--- src/rtl/alu_seq_pkg.sv ---
// Shared types and constants for the ALU instruction sequencer.
package alu_seq_pkg;

    localparam int DATA_W  = 8;
    localparam int ADDR_W  = 4;
    localparam int INSTR_W = 16;

    // Instruction field positions
    localparam int OP_MSB  = 15;
    localparam int OP_LSB  = 14;
    localparam int RD_MSB  = 13;
    localparam int RD_LSB  = 10;
    localparam int RS1_MSB = 9;
    localparam int RS1_LSB = 6;
    localparam int RS2_MSB = 5;
    localparam int RS2_LSB = 2;
    localparam int IMM_MSB = 7;
    localparam int IMM_LSB = 0;

    typedef enum logic [1:0] {
        OP_LDI = 2'b00,
        OP_ADD = 2'b01,
        OP_SUB = 2'b10,
        OP_AND = 2'b11
    } opcode_t;

    // ALUControl encodings understood by the datapath
    localparam logic [1:0] ALU_AND    = 2'b00;
    localparam logic [1:0] ALU_PASS_B = 2'b01;
    localparam logic [1:0] ALU_ADD    = 2'b10;
    localparam logic [1:0] ALU_SUB    = 2'b11;

    typedef enum logic [1:0] {
        ST_IDLE  = 2'b00,
        ST_EXEC  = 2'b01,
        ST_WRITE = 2'b10,
        ST_RESP  = 2'b11
    } state_t;

    // Decoded datapath controls for one instruction
    typedef struct packed {
        logic [ADDR_W-1:0] ra1;
        logic [ADDR_W-1:0] ra2;
        logic [ADDR_W-1:0] wa;
        logic              alu_src;
        logic [1:0]        alu_control;
        logic [DATA_W-1:0] ext_data;
    } ctrl_t;

endpackage

--- src/rtl/alu_seq_decode.sv ---
// Combinational instruction decoder: instruction word -> datapath controls.
module alu_seq_decode
    import alu_seq_pkg::*;
(
    input  logic [INSTR_W-1:0] instr,
    output ctrl_t              ctrl
);

    opcode_t op;

    // Map opcode and register fields onto the datapath control bundle
    always_comb begin
        op               = opcode_t'(instr[OP_MSB:OP_LSB]);
        ctrl             = '0;
        ctrl.wa          = instr[RD_MSB:RD_LSB];
        ctrl.ra1         = instr[RS1_MSB:RS1_LSB];
        ctrl.ra2         = instr[RS2_MSB:RS2_LSB];
        case (op)
            OP_LDI: begin
                // Immediate load: register reads are unused, keep them at 0
                ctrl.ra1         = '0;
                ctrl.ra2         = '0;
                ctrl.alu_src     = 1'b1;
                ctrl.alu_control = ALU_PASS_B;
                ctrl.ext_data    = instr[IMM_MSB:IMM_LSB];
            end
            OP_ADD:  ctrl.alu_control = ALU_ADD;
            OP_SUB:  ctrl.alu_control = ALU_SUB;
            default: ctrl.alu_control = ALU_AND;
        endcase
    end

endmodule

--- src/rtl/alu_sequencer.sv ---
// Instruction sequencer driving the register-file/ALU datapath.
// Handshakes: a transfer happens on a rising edge where valid and ready are
// both high; valid holds its payload until that edge, ready may be low at will.
module alu_sequencer
    import alu_seq_pkg::*;
(
    input  logic               clk,
    input  logic               reset,
    input  logic [INSTR_W-1:0] instr,
    input  logic               instr_valid,
    output logic               instr_ready,
    output logic [ADDR_W-1:0]  RA1,
    output logic [ADDR_W-1:0]  RA2,
    output logic [ADDR_W-1:0]  WA,
    output logic               RegWrite,
    output logic               ALUSrc,
    output logic [1:0]         ALUControl,
    output logic [DATA_W-1:0]  external_data_in,
    input  logic [DATA_W-1:0]  ALUResult,
    output logic [DATA_W-1:0]  result_data,
    output logic               result_zero,
    output logic               result_valid,
    input  logic               result_ready,
    output logic [7:0]         instr_count,
    output state_t             fsm_state
);

    state_t state_q;
    state_t state_d;
    logic   accept;
    logic   retire;
    ctrl_t  dec_ctrl;
    ctrl_t  ctrl_q;

    alu_seq_decode u_decode (
        .instr (instr),
        .ctrl  (dec_ctrl)
    );

    // Ready only in IDLE, and forced low while reset is held
    assign instr_ready = (state_q == ST_IDLE) && !reset;
    assign fsm_state   = state_q;

    // State register
    always_ff @(posedge clk or posedge reset) begin
        if (reset) state_q <= ST_IDLE;
        else       state_q <= state_d;
    end

    // Next-state logic plus the two handshake strobes
    always_comb begin
        state_d = state_q;
        accept  = 1'b0;
        retire  = 1'b0;
        case (state_q)
            ST_IDLE: begin
                if (instr_valid && instr_ready) begin
                    accept  = 1'b1;
                    state_d = ST_EXEC;
                end
            end
            ST_EXEC:  state_d = ST_WRITE;
            ST_WRITE: state_d = ST_RESP;
            ST_RESP: begin
                if (result_ready) begin
                    retire  = 1'b1;
                    state_d = ST_IDLE;
                end
            end
            default:  state_d = ST_IDLE;
        endcase
    end

    // Controls are latched at accept and held until the next accept
    always_ff @(posedge clk or posedge reset) begin
        if (reset)       ctrl_q <= '0;
        else if (accept) ctrl_q <= dec_ctrl;
    end

    assign RA1              = ctrl_q.ra1;
    assign RA2              = ctrl_q.ra2;
    assign WA               = ctrl_q.wa;
    assign ALUSrc           = ctrl_q.alu_src;
    assign ALUControl       = ctrl_q.alu_control;
    assign external_data_in = ctrl_q.ext_data;

    // Write enable is high exactly for the WRITE cycle
    always_ff @(posedge clk or posedge reset) begin
        if (reset) RegWrite <= 1'b0;
        else       RegWrite <= (state_q == ST_EXEC);
    end

    // Capture the ALU output on the write-back edge and hold it until consumed
    always_ff @(posedge clk or posedge reset) begin
        if (reset) begin
            result_data  <= '0;
            result_zero  <= 1'b1;
            result_valid <= 1'b0;
        end else if (state_q == ST_WRITE) begin
            result_data  <= ALUResult;
            result_zero  <= (ALUResult == '0);
            result_valid <= 1'b1;
        end else if (retire) begin
            result_valid <= 1'b0;
        end
    end

    // Retired-instruction counter, wraps naturally at 8 bits
    always_ff @(posedge clk or posedge reset) begin
        if (reset)       instr_count <= '0;
        else if (retire) instr_count <= instr_count + 8'd1;
    end

endmodule
--- config.mk ---
export PLATFORM = sky130hd
export DESIGN_NAME = alu_sequencer
export DESIGN_NICKNAME = d
export VERILOG_FILES = /design/src/rtl/alu_seq_pkg.sv /design/src/rtl/alu_seq_decode.sv /design/src/rtl/alu_sequencer.sv
export SDC_FILE = /design/constraint.sdc
export NUM_CORES = 1
export LEC_CHECK = 0
export CORE_ASPECT_RATIO = 0.9
export CORE_UTILIZATION = 47
export DETAILED_ROUTE_END_ITERATION = 16
export PLACE_DENSITY = 0.85
export SLEW_MARGIN = 20
export SYNTH_ARGS = -nofsm -noshare
export SYNTH_HDL_FRONTEND = slang
export SYNTH_SLANG_ARGS = --single-unit
--- constraint.sdc ---
create_clock -name clk -period 2.8 [get_ports clk]
set_input_delay 0.28 -clock clk [delete_from_list [all_inputs] [get_ports clk]]
set_output_delay 0.28 -clock clk [all_outputs]
set_load 0.05 [all_outputs]
After elaboration in Yosys (flattened, before gate mapping)
Index checks and enable logic that the tools add are counted.
{"block": "totals", "ff_bits": 44, "inputBits": 28, "output_inout_bits": 45}
{"block": "classes", "n_addsub": 1, "eq_ne": 7, "n_mux": 13, "reduce_logical": 8}
{"cell": "8-bit two-way mux", "n": 2}
{"cell": "8-bit by 1-bit adder with 8-bit output, second input constant", "n": 1}
{"cell": "8-bit zero test", "n": 1}
{"cell": "2-bit case mux with 4 select lines", "n": 1}
{"cell": "1-bit two-way mux", "n": 7}
{"cell": "2-bit equality test, second input constant", "n": 3}
{"cell": "2-bit case mux with 3 select lines", "n": 1}
{"cell": "2-bit by 1-bit equality test with 1-bit output, second input constant", "n": 2}
{"cell": "2-bit zero test", "n": 2}
{"cell": "2-bit two-way mux", "n": 2}
{"cell": "1-bit logical AND", "n": 2}
{"cell": "2-bit by 1-bit != test with 1-bit output, second input constant", "n": 1}
{"cell": "2-bit != test, second input constant", "n": 1}
{"cell": "2-bit AND reduction", "n": 1}
{"cell": "2-bit nonzero test", "n": 1}
{"cell": "1-bit zero test", "n": 1}

Depth between registers and ports, before layout
Gate-level depths: netlist of run 1.
{"block": "depth", "depth_word": 5, "depth_mapped": 6, "ltp_nobuf": 5}

Cells and area by module
From an unflattened synthesis of run 1, not the netlist that was laid out.
{"block": "unflattened", "cells_unflattened": 144, "area_unflattened_um2": 2057.0}
{"mod": "alu_sequencer", "n_inst": 1, "cells_each": 118, "area_each_um2": 1875.5}
{"mod": "alu_seq_decode", "n_inst": 1, "cells_each": 26, "area_each_um2": 181.4}

Worst setup path before layout of run 1
Ideal clock, no wire load.
{"block": "synth_path", "path_type": "register to output", "from": "reg state_q[0] (netlist: fsm_state[0])", "to": "out instr_ready", "arrival_ps": 1716, "path_slack_ps": 804, "path_stages_with_launch": 4, "n_path_buf": 0, "cell_sequence": "dfrtp_1 inv_1 ha_1 nor2b_1"}
{"block": "synth_between", "elab_chain_len": 2}
{"element": "start, declared", "line_no": "alu_sequencer.sv:28", "source": "state_t state_q;"}
{"element": "start signal, assigned", "line_no": "alu_sequencer.sv:47", "source": "else state_q <= state_d;"}
{"element": "2-bit zero test", "line_no": "alu_sequencer.sv:41", "source": "assign instr_ready = (state_q == ST_IDLE) && !reset;"}
{"element": "1-bit logical AND", "line_no": "alu_sequencer.sv:41"}
{"element": "end, declared", "line_no": "alu_sequencer.sv:11", "source": "output logic instr_ready,"}
No other way between the ends.

Worst setup path after layout of run 1
Same ends and word-level chain as after synthesis.

==> flow_metrics.env, run 1 <==
export IMPL_antenna_found_initial=0
export IMPL_grt_pass1_wl_mm=6.313
export IMPL_viasPerCell=4.840
export IMPL_post_route_period_util_pct=84.33
export IMPL_ys_types=28
export IMPL_clockBufferDepth=2
export IMPL_fin_ws_ns=0.4386
export IMPL_die_y_um=62.53
export IMPL_numPortBuffers=72
export IMPL_ys_ff_latch=44
export IMPL_synthTopCellsByArea="dfrtp_1 56%, nand2_1 5.5%, mux2_2 5.3%"
export IMPL_post_cts_buffers=0
export IMPL_ctsHoldBuffers=0
export IMPL_synth_yosys_seq_area_share_pct=57.62
export IMPL_yosysWarningCount=0
export IMPL_grt_start_max_net_pins=45
export IMPL_first_pass_iters=4
export IMPL_worstPathRequired_ns=2.52
export IMPL_hold_viol_final=0
export IMPL_globalRouteTotalUtil_pct=18.93
export IMPL_endpoint_kind="primary output"
export IMPL_drive_gt1_share_pct=10.17
export IMPL_rows=21
export IMPL_yosysMostFrequentCell="dfrtp_1"
export IMPL_grt_overflow=0
export IMPL_drc=0
export IMPL_clock_skew_ns=0.004523
export IMPL_vias=1365
export IMPL_cts_root_buf="clkbuf_8"
export IMPL_critical_path_class="reg2out"
export IMPL_slew_viol_final=0
export IMPL_synthFlopType="dfrtp_1"
export IMPL_hold_path_class="reg2reg"
export IMPL_ir_drop_uv=733.9
export IMPL_ios=73
export IMPL_die_area_sq_mm=0.004330
export IMPL_rsz0062_at_grt="no"
export IMPL_status="finished, final reports clean"
export IMPL_cts_made_buffers=5
export IMPL_power_density_mw_per_mm2=1310
export IMPL_holdWs_ns=0.4691
export IMPL_coreArea_sq_mm=0.003810
export IMPL_cts_tree="built"
export IMPL_post_cts_resized=0
export IMPL_slew_headroom_pct=41.74
export IMPL_synth_top_area_share_pct=56.25
export IMPL_die_w_um=69.25
export IMPL_fmax_mhz=423.5
export IMPL_hpwl_mm=2.711
export IMPL_setup_viol=0
export IMPL_finalSetupTns_ns=0
export IMPL_synth_commonest_cells="43 x dfrtp_1, 28 x nand2_1, 17 x o21ai_0, 9 x mux2_2, 9 x nand2b_1"
export IMPL_fin_crit_ns=2.361
export IMPL_clock_sinks=44
export IMPL_clk_pin_slew_worst_paths_ns=0.08
export IMPL_critPathArrivalTime_ns=2.08
export IMPL_grt_pass1_vias=1354
export IMPL_clk_latency_ns=0.30
export IMPL_ys_async_sr_fraction_pct=100.0
export IMPL_synth_edff_count=0
export IMPL_drt_iter0_drc=48
export IMPL_crit_path_start_kind="flip-flop"
export IMPL_dp_slack_ns=0.7449
export IMPL_cts_max_level=2
export IMPL_gp_congestion=0.7537
export IMPL_antennaDiodeCount=0
export IMPL_initial_utilization_pct=50.21
export IMPL_wirelength_mm=3.735
export IMPL_areaGrowthSynthToFinish_pct=43.30
export IMPL_syn_nets=199
export IMPL_final_nets=271
export IMPL_synth_area_leader_cell="dfrtp_1"
export IMPL_avgSynthCellArea_sq_um=11.74
export IMPL_max_cap_violations=0
export IMPL_power_total_uw=3591
export IMPL_syn_inst=163
export IMPL_worst_slew_pin_slew_ns=0.8727
export IMPL_ant_nets=0
export IMPL_synth_area_sq_mm=0.001913
export IMPL_leakagePower_uw=0.001244
export IMPL_cp_max_fo=5
export IMPL_avgRoutedWirePerCell_um=13.24
export IMPL_fill_cells=303
[critical path: stages, from the launching register on]
cell and delay, ns:
dfrtp_1 0.43, inv_1 0.10, ha_1 0.27, nor2b_1 0.17
clkdlybuf4s50_1 0.82
[routing by layer]
metal | GRT usage (%) | wire length, um | vias up
met5 | 0 | 0 | -
met4 | 10.71 | 102 | 0
met3 | 5.161 | 185 | 10
met2 | 31.07 | 1787 | 39
met1 | 22.42 | 1660 | 629
li1 | - | - | 687
[power breakdown]
group          switching, uW  leakage (uW)  internal, uW
sequential               172      0.000552           911
clock                    201     0.0000455           201
combinational           1350      0.000647           759
[state kept, by name, summed over array words and instances, names as in the netlist]
name / count
RegWrite: 1
result_data: 8
instr_count: 8
ALUControl: 2
result_valid: 1
fsm_state: 2
WA: 4
RA1: 4
ALUSrc: 1
result_zero: 1
RA2: 4
external_data_in: 8
[final timing paths]
check	slack, ns	cells after the start	start	to
setup / recovery	0.44	4	fsm_state[0]	instr_ready
hold / removal	0.47	1	instr_count[7]	instr_count[7]
setup reg to reg	1.09	4	fsm_state[0]	ALUControl[1]
hold reg to reg	0.47	1	instr_count[7]	instr_count[7]
max in group asynchronous	1.69	2	reset	RA2[0]
min in group asynchronous	0.56	2	reset	external_data_in[6]
[cell type report]
class                      instances  area (sq um)  area share [%]
sequential                        44          1102           40.21
multi-input combinational        106         748.2           27.29
inverter                           6         22.52          0.8215
clock buffer                       8         90.09           3.286
tap                               46         57.56           2.099
timing repair buffer              72         720.7           26.29
[placed cells by master, fill, tap and decap left out]
cell,n
a21o_1,1
a21oi_1,1
and3_1,3
clkbuf_1,2
clkbuf_8,6
clkdlybuf4s50_1,72
dfrtp_1,43
dfstp_2,1
ha_1,8
inv_1,5
inv_2,1
mux2_1,1
mux2_2,9
mux2_4,6
nand2_1,28
nand2b_1,9
nand3_1,4
nand3b_4,1
nand4_1,1
nor2_1,2
nor2b_1,2
nor3_1,2
nor4_1,2
o21ai_0,17
o31ai_1,1
o32a_1,1
xnor2_1,3
xor2_1,4
[metrics by stage]
step	cell area (sq um)	util, %	std cells
floorplan	1913	-	163
global placement	2651	69.59	274
detailed placement	2651	69.59	274
CTS	2741	71.95	282
global route	2741	71.95	282
finish	2741	71.95	282
[cell families (layout without fill, tap and decap cells)]
logic type / Yosys count / after routing / synth area share [%]
xor gates and xnor gates: 7 / 7 / 3.205
muxes: 16 / 16 / 10.60
adders and majority gates: 8 / 8 / 5.232
buffers and inverters: 13 / 86 / 3.270
and+or+nand+nor: 54 / 54 / 14.06
DFF: 44 / 44 / 57.62
AOI/OAI and AO/OA: 21 / 21 / 6.017
No activity file was read; power rests on OpenSTA's default activity.
==> inputs of run 2 (changes only) <==
--- a/config.mk
+++ b/config.mk
@@ -6,9 +6,9 @@
 export NUM_CORES = 1
 export LEC_CHECK = 0
 export CORE_ASPECT_RATIO = 0.9
-export CORE_UTILIZATION = 47
+export CORE_UTILIZATION = 43
 export DETAILED_ROUTE_END_ITERATION = 16
-export PLACE_DENSITY = 0.85
+export PLACE_DENSITY = 0.79
 export SLEW_MARGIN = 20
 export SYNTH_ARGS = -nofsm -noshare
 export SYNTH_HDL_FRONTEND = slang
==> constraint.sdc (replaced) <==
create_clock -name clk -period 2.3 [get_ports clk]
set_input_delay 0.23 -clock clk [delete_from_list [all_inputs] [get_ports clk]]
set_output_delay 0.23 -clock clk [all_outputs]
set_load 0.05 [all_outputs]
==> flow_metrics.env, run 2 (same netlist as run 1, synthesis figures left out) <==
export IMPL_crit_path_start_kind="flip-flop"
export IMPL_regToRegSetupSlack_ns=0.60
export IMPL_cp_max_fo=5
export IMPL_initial_utilization_pct=45.72
export IMPL_max_cap_violations=0
export IMPL_antenna_found_initial=0
export IMPL_post_route_period_util_pct=81.51
export IMPL_clock_sinks=44
export IMPL_wirelength_mm=3.517
export IMPL_final_cell_mix="71 x clkdlybuf4s50_1, 43 x dfrtp_1, 28 x nand2_1"
export IMPL_ant_nets=0
export IMPL_grt_pass1_vias=1368
export IMPL_drive_gt1_share_pct=10.55
export IMPL_hpwl_mm=2.484
export IMPL_coreArea_sq_mm=0.004184
export IMPL_numPortBuffers=72
export IMPL_switching_share_pct=47.52
export IMPL_grt_pass1_wl_mm=6.120
export IMPL_worstPathRequired_ns=2.07
export IMPL_status="finished, final reports clean"
export IMPL_gp_congestion=0.6874
export IMPL_grt_overflow=0
export IMPL_grt_start_max_net_pins=45
export IMPL_vias=1386
export IMPL_critical_path_class="reg2out"
export IMPL_ios=73
export IMPL_worst_slew_pin_slew_ns=0.5438
export IMPL_die_w_um=72.31
export IMPL_critPathArrivalTime_ns=1.64
export IMPL_clk_latency_ns=0.28
export IMPL_die_y_um=65.28
export IMPL_finalSetupTns_ns=0
export IMPL_r2r_start="fsm_state[0]"
export IMPL_areaGrowthSynthToFinish_pct=44.74
export IMPL_power_share_sequential_pct=30.5
export IMPL_clockBufferDepth=2
export IMPL_first_pass_iters=4
export IMPL_rows=22
export IMPL_ir_drop_uv=1088
export IMPL_hold_path_class="in2async"
export IMPL_layout_commonest_cell="clkdlybuf4s50_1"
export IMPL_cts_made_buffers=5
export IMPL_holdWs_ns=0.4718
export IMPL_die_area_sq_mm=0.004720
export IMPL_drt_iter0_drc=42
export IMPL_antennaDiodeCount=0
export IMPL_avgRoutedWirePerCell_um=11.84
export IMPL_power_density_mw_per_mm2=1569
export IMPL_cts_tree="built"
export IMPL_power_switching_uw=2064
export IMPL_leakagePower_uw=0.001265
export IMPL_rsz0062_at_grt="no"
export IMPL_fin_crit_ns=1.875
export IMPL_viasPerCell=4.667
export IMPL_hold_viol_final=0
export IMPL_endpoint_kind="primary output"
export IMPL_power_frac_clock_pct=10.9
export IMPL_clk_pin_slew_worst_paths_ns=0.07
export IMPL_fmax_mhz=533.4
export IMPL_intPower_uw=2279
export IMPL_cts_max_level=2
export IMPL_globalRouteTotalUtil_pct=16.81
export IMPL_r2r_cells=4
export IMPL_clock_skew_ns=0.001396
export IMPL_worstSetupStartpoint="fsm_state[0]"
export IMPL_setup_viol=0
export IMPL_slew_headroom_pct=63.75
export IMPL_cts_root_buf="clkbuf_8"
export IMPL_final_nets=272
export IMPL_power_frac_comb_pct=58.6
export IMPL_drc=0
export IMPL_slew_viol_final=0
export IMPL_fill_cells=363
## run 2: cell count changes in the layout (fill, tap and decap cells not counted)
| cell | before | now |
|---|---|---|
| buf_4 | 0 | 1 |
| clkdlybuf4s50_1 | 72 | 71 |
| dlymetal6s2s_1 | 0 | 1 |
## run 2: power groups by stage
stage | Combinational, uW | Clock (uW) | Sequential (uW)
6_report | 2550 | 474 | 1320
5_1_grt | 2680 | 534 | 1370
4_1_cts | 2570 | 499 | 1330
3_5_place_dp | 2570 | 0 | 1330
3_3_place_gp | 2550 | 0 | 1330
2_1_floorplan | 572 | 0 | 2490
## run 2: metrics by stage
step / util (%) / area, sq um / instances / total power, uW / setup WS, ns
2_1_floorplan: - / 1913 / 163 / 3061 / 0.3543
3_5_place_dp: 63.97 / 2676 / 289 / 3906 / 0.3354
6_report: 66.18 / 2769 / 297 / 4343 / 0.4254
4_1_cts: 66.12 / 2766 / 297 / 4404 / 0.009856
3_3_place_gp: 63.97 / 2676 / 289 / 3878 / 0.3722
5_1_grt: 66.18 / 2769 / 297 / 4590 / 0.2939
## run 2: final timing paths
check                                  to
max                           instr_ready
min                          fsm_state[0]
max reg2reg                 ALUControl[1]
min reg2reg                instr_count[7]
max in group asynchronous     result_zero
min in group clk           instr_count[7]
## run 2: repair_timing
action,CTS,global route
buffers inserted,0,0
hold endpoints to repair,0,0
setup endpoints to repair,0,1
gates resized for setup,0,1
hold buffers,0,0
## run 2: per-layer routing
layer	part of all wire, %	GRT usage (%)	vias up
met1	45	20.30	654
met5	0	0	-
li1	-	-	685
met2	48	28.97	42
met4	1.1	5.147	0
met3	5.9	4.908	5
## run 2: cell type report
cell class	instances	area, sq um	share of cell area, %
clock buffer	8	90.09	3.253
inverter	6	22.52	0.8134
timing repair buffer	73	730.7	26.39
tap	60	75.07	2.711
sequential	44	1102	39.81
multi-input combinational	106	748.2	27.02
## run 2: worst max-delay path, stage by stage, from the launching register on
cell and delay [ns]:
dfrtp_1 0.43, inv_1 0.10, ha_1 0.26, nor2b_1 0.15, dlymetal6s2s_1 0.42
